<file path="src/rtl/fma_pkg.sv">
// fma_pkg: shared widths, state encoding and result-word bit positions for the dot8 engine
package fma_pkg;
  localparam int N_LANES = 8;
  localparam int OP_W = 8;
  localparam int ACC_W = 19;
  localparam int VALID_BIT = 31;
  localparam int BUSY_BIT = 30;
  localparam int SUM_MSB = 18;
  typedef enum logic [1:0] {IDLE, MAC, DONE} state_t;
endpackage

</file>
<file path="src/rtl/fma_dot8_engine_mac8.sv">
// fma_mac8: registered unsigned multiply-add into an accumulator with clear and enable
module fma_mac8 #(
  parameter int OP_W = fma_pkg::OP_W,
  parameter int ACC_W = fma_pkg::ACC_W
) (
  input logic clk,
  input logic rst,
  input logic clr,
  input logic en,
  input logic [OP_W-1:0] a,
  input logic [OP_W-1:0] b,
  output logic [ACC_W-1:0] acc
);
  logic [2*OP_W-1:0] prod;
  assign prod = a * b;
  always_ff @(posedge clk) acc <= (rst || clr) ? '0 : en ? acc + ACC_W'(prod) : acc;
endmodule

</file>
<file path="src/rtl/fma_dot8_engine.sv">
// fma_dot8_engine: snapshot-based sequential 8-lane unsigned dot product with busy/valid status word
module fma_dot8_engine #(
  parameter int N_LANES = fma_pkg::N_LANES,
  parameter int OP_W = fma_pkg::OP_W,
  parameter int ACC_W = fma_pkg::ACC_W
) (
  input logic clk_clk,
  input logic reset_reset,
  input logic [OP_W-1:0] a_0_in,
  input logic [OP_W-1:0] a_1_in,
  input logic [OP_W-1:0] a_2_in,
  input logic [OP_W-1:0] a_3_in,
  input logic [OP_W-1:0] a_4_in,
  input logic [OP_W-1:0] a_5_in,
  input logic [OP_W-1:0] a_6_in,
  input logic [OP_W-1:0] a_7_in,
  input logic [OP_W-1:0] b_0_in,
  input logic [OP_W-1:0] b_1_in,
  input logic [OP_W-1:0] b_2_in,
  input logic [OP_W-1:0] b_3_in,
  input logic [OP_W-1:0] b_4_in,
  input logic [OP_W-1:0] b_5_in,
  input logic [OP_W-1:0] b_6_in,
  input logic [OP_W-1:0] b_7_in,
  output logic [31:0] out_0_result
);
  import fma_pkg::*;
  localparam int IDX_W = $clog2(N_LANES);
  state_t state, state_nxt;
  logic [N_LANES*OP_W-1:0] live_a, live_b, snap_a, snap_b;
  logic [IDX_W-1:0] idx;
  logic [ACC_W-1:0] acc;
  logic force_flag, match, start, busy_nxt, valid_nxt;
  assign live_a = {a_7_in, a_6_in, a_5_in, a_4_in, a_3_in, a_2_in, a_1_in, a_0_in};
  assign live_b = {b_7_in, b_6_in, b_5_in, b_4_in, b_3_in, b_2_in, b_1_in, b_0_in};
  assign match = (live_a == snap_a) && (live_b == snap_b);
  assign start = (state == IDLE) && (!match || force_flag);
  fma_mac8 #(.OP_W(OP_W), .ACC_W(ACC_W)) u_mac (
    .clk(clk_clk),
    .rst(reset_reset),
    .clr(start),
    .en(state == MAC),
    .a(snap_a[idx*OP_W +: OP_W]),
    .b(snap_b[idx*OP_W +: OP_W]),
    .acc(acc)
  );
  always_comb begin
    state_nxt = state == IDLE ? (start ? MAC : IDLE) :
                state == MAC ? (idx == IDX_W'(N_LANES - 1) ? DONE : MAC) : IDLE;
    busy_nxt = state_nxt != IDLE;
    valid_nxt = state == DONE ? match : match && out_0_result[VALID_BIT];
  end
  always_ff @(posedge clk_clk) begin
    if (reset_reset) begin
      state <= IDLE;
      idx <= '0;
      snap_a <= '0;
      snap_b <= '0;
      out_0_result <= '0;
      force_flag <= 1'b1;
    end else begin
      state <= state_nxt;
      idx <= state == MAC ? idx + 1'b1 : '0;
      snap_a <= start ? live_a : snap_a;
      snap_b <= start ? live_b : snap_b;
      force_flag <= start ? 1'b0 : force_flag;
      out_0_result[VALID_BIT] <= valid_nxt;
      out_0_result[BUSY_BIT] <= busy_nxt;
      out_0_result[BUSY_BIT-1:SUM_MSB+1] <= '0;
      out_0_result[SUM_MSB:0] <= state == DONE ? acc : out_0_result[SUM_MSB:0];
    end
  end
endmodule

</file>
<file path="config.mk">
export PLATFORM = sky130hd
export DESIGN_NAME = fma_dot8_engine
export DESIGN_NICKNAME = d
export VERILOG_FILES = /design/src/rtl/fma_pkg.sv /design/src/rtl/fma_dot8_engine_mac8.sv /design/src/rtl/fma_dot8_engine.sv
export SDC_FILE = /design/constraint.sdc
export NUM_CORES = 1
export LEC_CHECK = 0
export BUFFER_PORTS_ARGS = -buffer_cell sky130_fd_sc_hd__buf_2
export CAP_MARGIN = 20
export CORE_ASPECT_RATIO = 0.7
export CORE_MARGIN = 2
export CORE_UTILIZATION = 46
export CTS_BUF_LIST = sky130_fd_sc_hd__clkbuf_8
export CTS_CLUSTER_DIAMETER = 200
export DETAILED_ROUTE_END_ITERATION = 12
export MAX_ROUTING_LAYER = met4
export SLEW_MARGIN = 20
export SYNTH_ARGS = -nofsm -noshare
export SYNTH_HDL_FRONTEND = slang
export SYNTH_HIERARCHICAL = 1
export SYNTH_SLANG_ARGS = --single-unit
export TNS_END_PERCENT = 20
</file>
<file path="constraint.sdc">
create_clock -name clk_clk -period 11.9 [get_ports clk_clk]
set_input_delay 2.38 -clock clk_clk [delete_from_list [all_inputs] [get_ports clk_clk]]
set_output_delay 2.38 -clock clk_clk [all_outputs]
set_load 0.05 [all_outputs]
</file>
==> summary.txt <==
Logic synthesis
  • Synth Instances: 1821
  • Seq/Total Area, Yosys: 23.3%
  • #FFs+latches synth: 174
  • Ys Warns: 6
  • Async S/R FF share, synth: 0%
  • Post-Syn Area: 15000 um2
  • Synth Area per Inst: 8.21 um2
  • Synth unique cells: 54
  • Post-synth top flop: dfxtp_1
  • Post-synth EDFFs: 0

Worst setup path
  • Worst R2R Setup Slack: 5.98 ns
  • R2R cell count: 16
  • CP arrival: 6.33 ns
  • Critical path launch point type: flop
  • Reg2reg end: u_mac/acc[15]
  • R2R Path Start: idx[0]
  • WP data required: 12.32 ns
  • CP max FO: 34
  • Nature of the critical path endpoint: flop
  • Critical path class: reg -> reg

GRT
  • Grt ovf: 0
  • Initial antenna violation count: 3
  • Number of global-route vias before repair: 13300
  • First-pass GRT wire length: 83.7 mm
  • All-Layer GR Usage: 33.3%
  • Largest net degree at the start of global routing: 153

Power and ir drop
  • Worst VDD drop: 0.0000752 V
  • LEAKAGE: 5.82 nW
  • Pwr per Cell Area: 108 nW/um2
  • Post-layout power: 1.72 mW

Clocking
  • Htree depth: 4
  • Clk_lat worst skew: 0.52 ns
  • CTS tree: yes
  • Clock Sinks: 174
  • Post-CTS Setup Bufs: 0
  • Number of CTS-inserted buffers: 17
  • Hold_buf cts: 0
  • Root buf cell: clkbuf_8
  • Maximum clock path buffer count: 2
  • Clk pin slew, worst setup/hold paths: 0.11 ns
  • Post-cts resize count: 0

Timing
  • Final Hold Viols: 0
  • Slew Viols, Final: 0
  • Relative slew slack: 23.7%
  • F_max: 169 MHz
  • TNS Setup: 0 ns
  • RSZ-0062 raised after global routing: no
  • Minimum clock period: 5.92 ns
  • Fin Clk Skew: 0.0147 ns
  • Slew @ Worst Pin: 1.14 ns
  • Final setup viols: 0
  • Fin crit share: 49.7%

Route
  • Remaining DRCs: 0
  • WL final: 55.5 mm
  • DR vias: 15000
  • Drt initial violations: 2055
  • 1st-pass router iterations: 6
  • Via/cell ratio: 6.64
  • Post-DRT Antenna Nets: 0
  • Average wire per standard cell: 24.7 um

Finish
  • Layout cell share with drive strength beyond 1: 14.4%
  • Most common cell after layout, fill and taps aside: nand2_1
  • Synth-to-layout area growth: 7.03%
  • Layout Nets: 2032
  • Commonest cells after routing, fill and taps aside: nand2_1, dfxtp_1, buf_2

Place
  • Detail Placement HPWL: 37.3 mm
  • Port buffer count: 150
  • GPL Wtd Cong: 0.952

Min path
  • HP Start: out_0_result[15]
  • Hold WC Path Type: reg -> reg
  • Hold Crit Depth: 2
  • Worst Hold Endpoint: out_0_result[15]

Floorplan
  • Core box area: 32100 um2
  • Starting Density: 46.5%
  • Die H: 155 um
  • Die ar.: 34000 um2
  • Cell Rows: 55
  • Die width: 220 um
  • IO Count: 162

Job
  • Max-Cap Viols: 0

Run status
  • Outcome: finished clean
area by class of cell:
class	count	area [um2]
fill	3060	16100
multi-input combinational	1351	10300
sequential	174	3490
timing repair buffer	170	922
tap	427	534
inverter	95	364
clock buffer	17	234
clock inverter	15	153
antenna	4	10.0
synth_stat cells, types with 6 or more instances:
| library cell | n | area share, % |
|---|---|---|
| xnor2_1 | 134 | 7.8 |
| and2_1 | 32 | 1.3 |
| fa_1 | 50 | 6.7 |
| inv_1 | 94 | 2.4 |
| o2111ai_1 | 129 | 7.6 |
| ha_1 | 43 | 3.6 |
| buf_2 | 13 | 0.43 |
| nor3_1 | 132 | 4.4 |
| a21oi_1 | 27 | 0.90 |
| o311ai_1 | 128 | 7.5 |
| and3_1 | 8 | 0.33 |
| clkbuf_1 | 169 | 4.2 |
| mux2_2 | 16 | 1.2 |
| a31oi_1 | 133 | 5.6 |
| dfxtp_1 | 174 | 23 |
| a21o_1 | 6 | 0.30 |
| buf_4 | 11 | 0.55 |
| nand2b_1 | 129 | 5.4 |
| nand2_1 | 216 | 5.4 |
| mux2i_1 | 10 | 0.67 |
| mux4_2 | 32 | 4.8 |
| nor2_1 | 20 | 0.50 |
| nor4_1 | 8 | 0.33 |
| nand3_1 | 6 | 0.20 |
| nand4_1 | 38 | 1.6 |
| buf_1 | 16 | 0.40 |
flip-flops by register name, indices dropped and copies added (netlist names):
register and count:
u_mac/acc 19, state 2, force_flag 1, snap_a 64
snap_b 64, idx 3, out_0_result 21
cell families after synthesis:
family	synth area share [%]
buffers and inverters	8.16
AND/OR/NAND/NOR	20.1
adder cells (fa/ha/maj)	10.3
XOR/XNOR	8.02
multiplexers	6.77
other	0.0251
flip-flops	23.3
AO/OA/AOI/OAI	23.4
where the power goes:
part	switching, mW	internal [mW]	total (mW)
sequential	0.0711	0.628	0.699
combinational	0.347	0.226	0.573
clock	0.278	0.173	0.451
worst max-delay path by stage:
stage / startpoint / end / slack [ns]
3_3_place_gp: idx[0] / u_mac/acc[17] / 6.10
4_1_cts: idx[0] / u_mac/acc[15] / 5.99
3_5_place_dp: idx[0] / u_mac/acc[15] / 6.04
6_report: idx[0] / u_mac/acc[15] / 5.98
2_1_floorplan: idx[0] / u_mac/acc[17] / 6.25
5_1_grt: idx[0] / u_mac/acc[15] / 5.72
through the flow:
| step | instances | cell area [um2] | worst slack (ns) | utilization (%) | hold WS [ns] |
|---|---|---|---|---|---|
| floorplan | 1831 | 15000 | 6.25 | - | 0.444 |
| global placement | 2216 | 15600 | 6.10 | 48.5 | 0.442 |
| detailed placement | 2216 | 15600 | 6.04 | 48.5 | 0.446 |
| CTS | 2248 | 16000 | 5.99 | 49.7 | 0.462 |
| global route | 2253 | 16000 | 5.72 | 49.8 | 0.478 |
| finish | 2253 | 16000 | 5.98 | 49.8 | 0.458 |
critical path: stages (launching register included):
cell	delay, ns
dfxtp_2	0.33
buf_4	0.56
mux4_2	0.63
mux2_2	0.37
and2_1	0.19
fa_1	0.56
fa_1	0.44
fa_1	0.49
inv_1	0.05
fa_1	0.47
inv_1	0.05
ha_1	0.36
and3_1	0.20
a221o_1	0.45
a221oi_2	0.32
mux2i_1	0.21
nand2_1	0.06
layer usage:
metal / wire length [um] / vias up / share of wire [%] / global-route usage [%]
li1: - / 6748 / - / -
met1: 25600 / 7384 / 46 / 49.3
met2: 22300 / 770 / 40 / 42.8
met3: 6880 / 48 / 12 / 11.6
met4: 739 / 0 / 1.3 / 6.95
met5: 0 / - / 0 / -
Note: power is estimated with default switching activity, not from simulation.
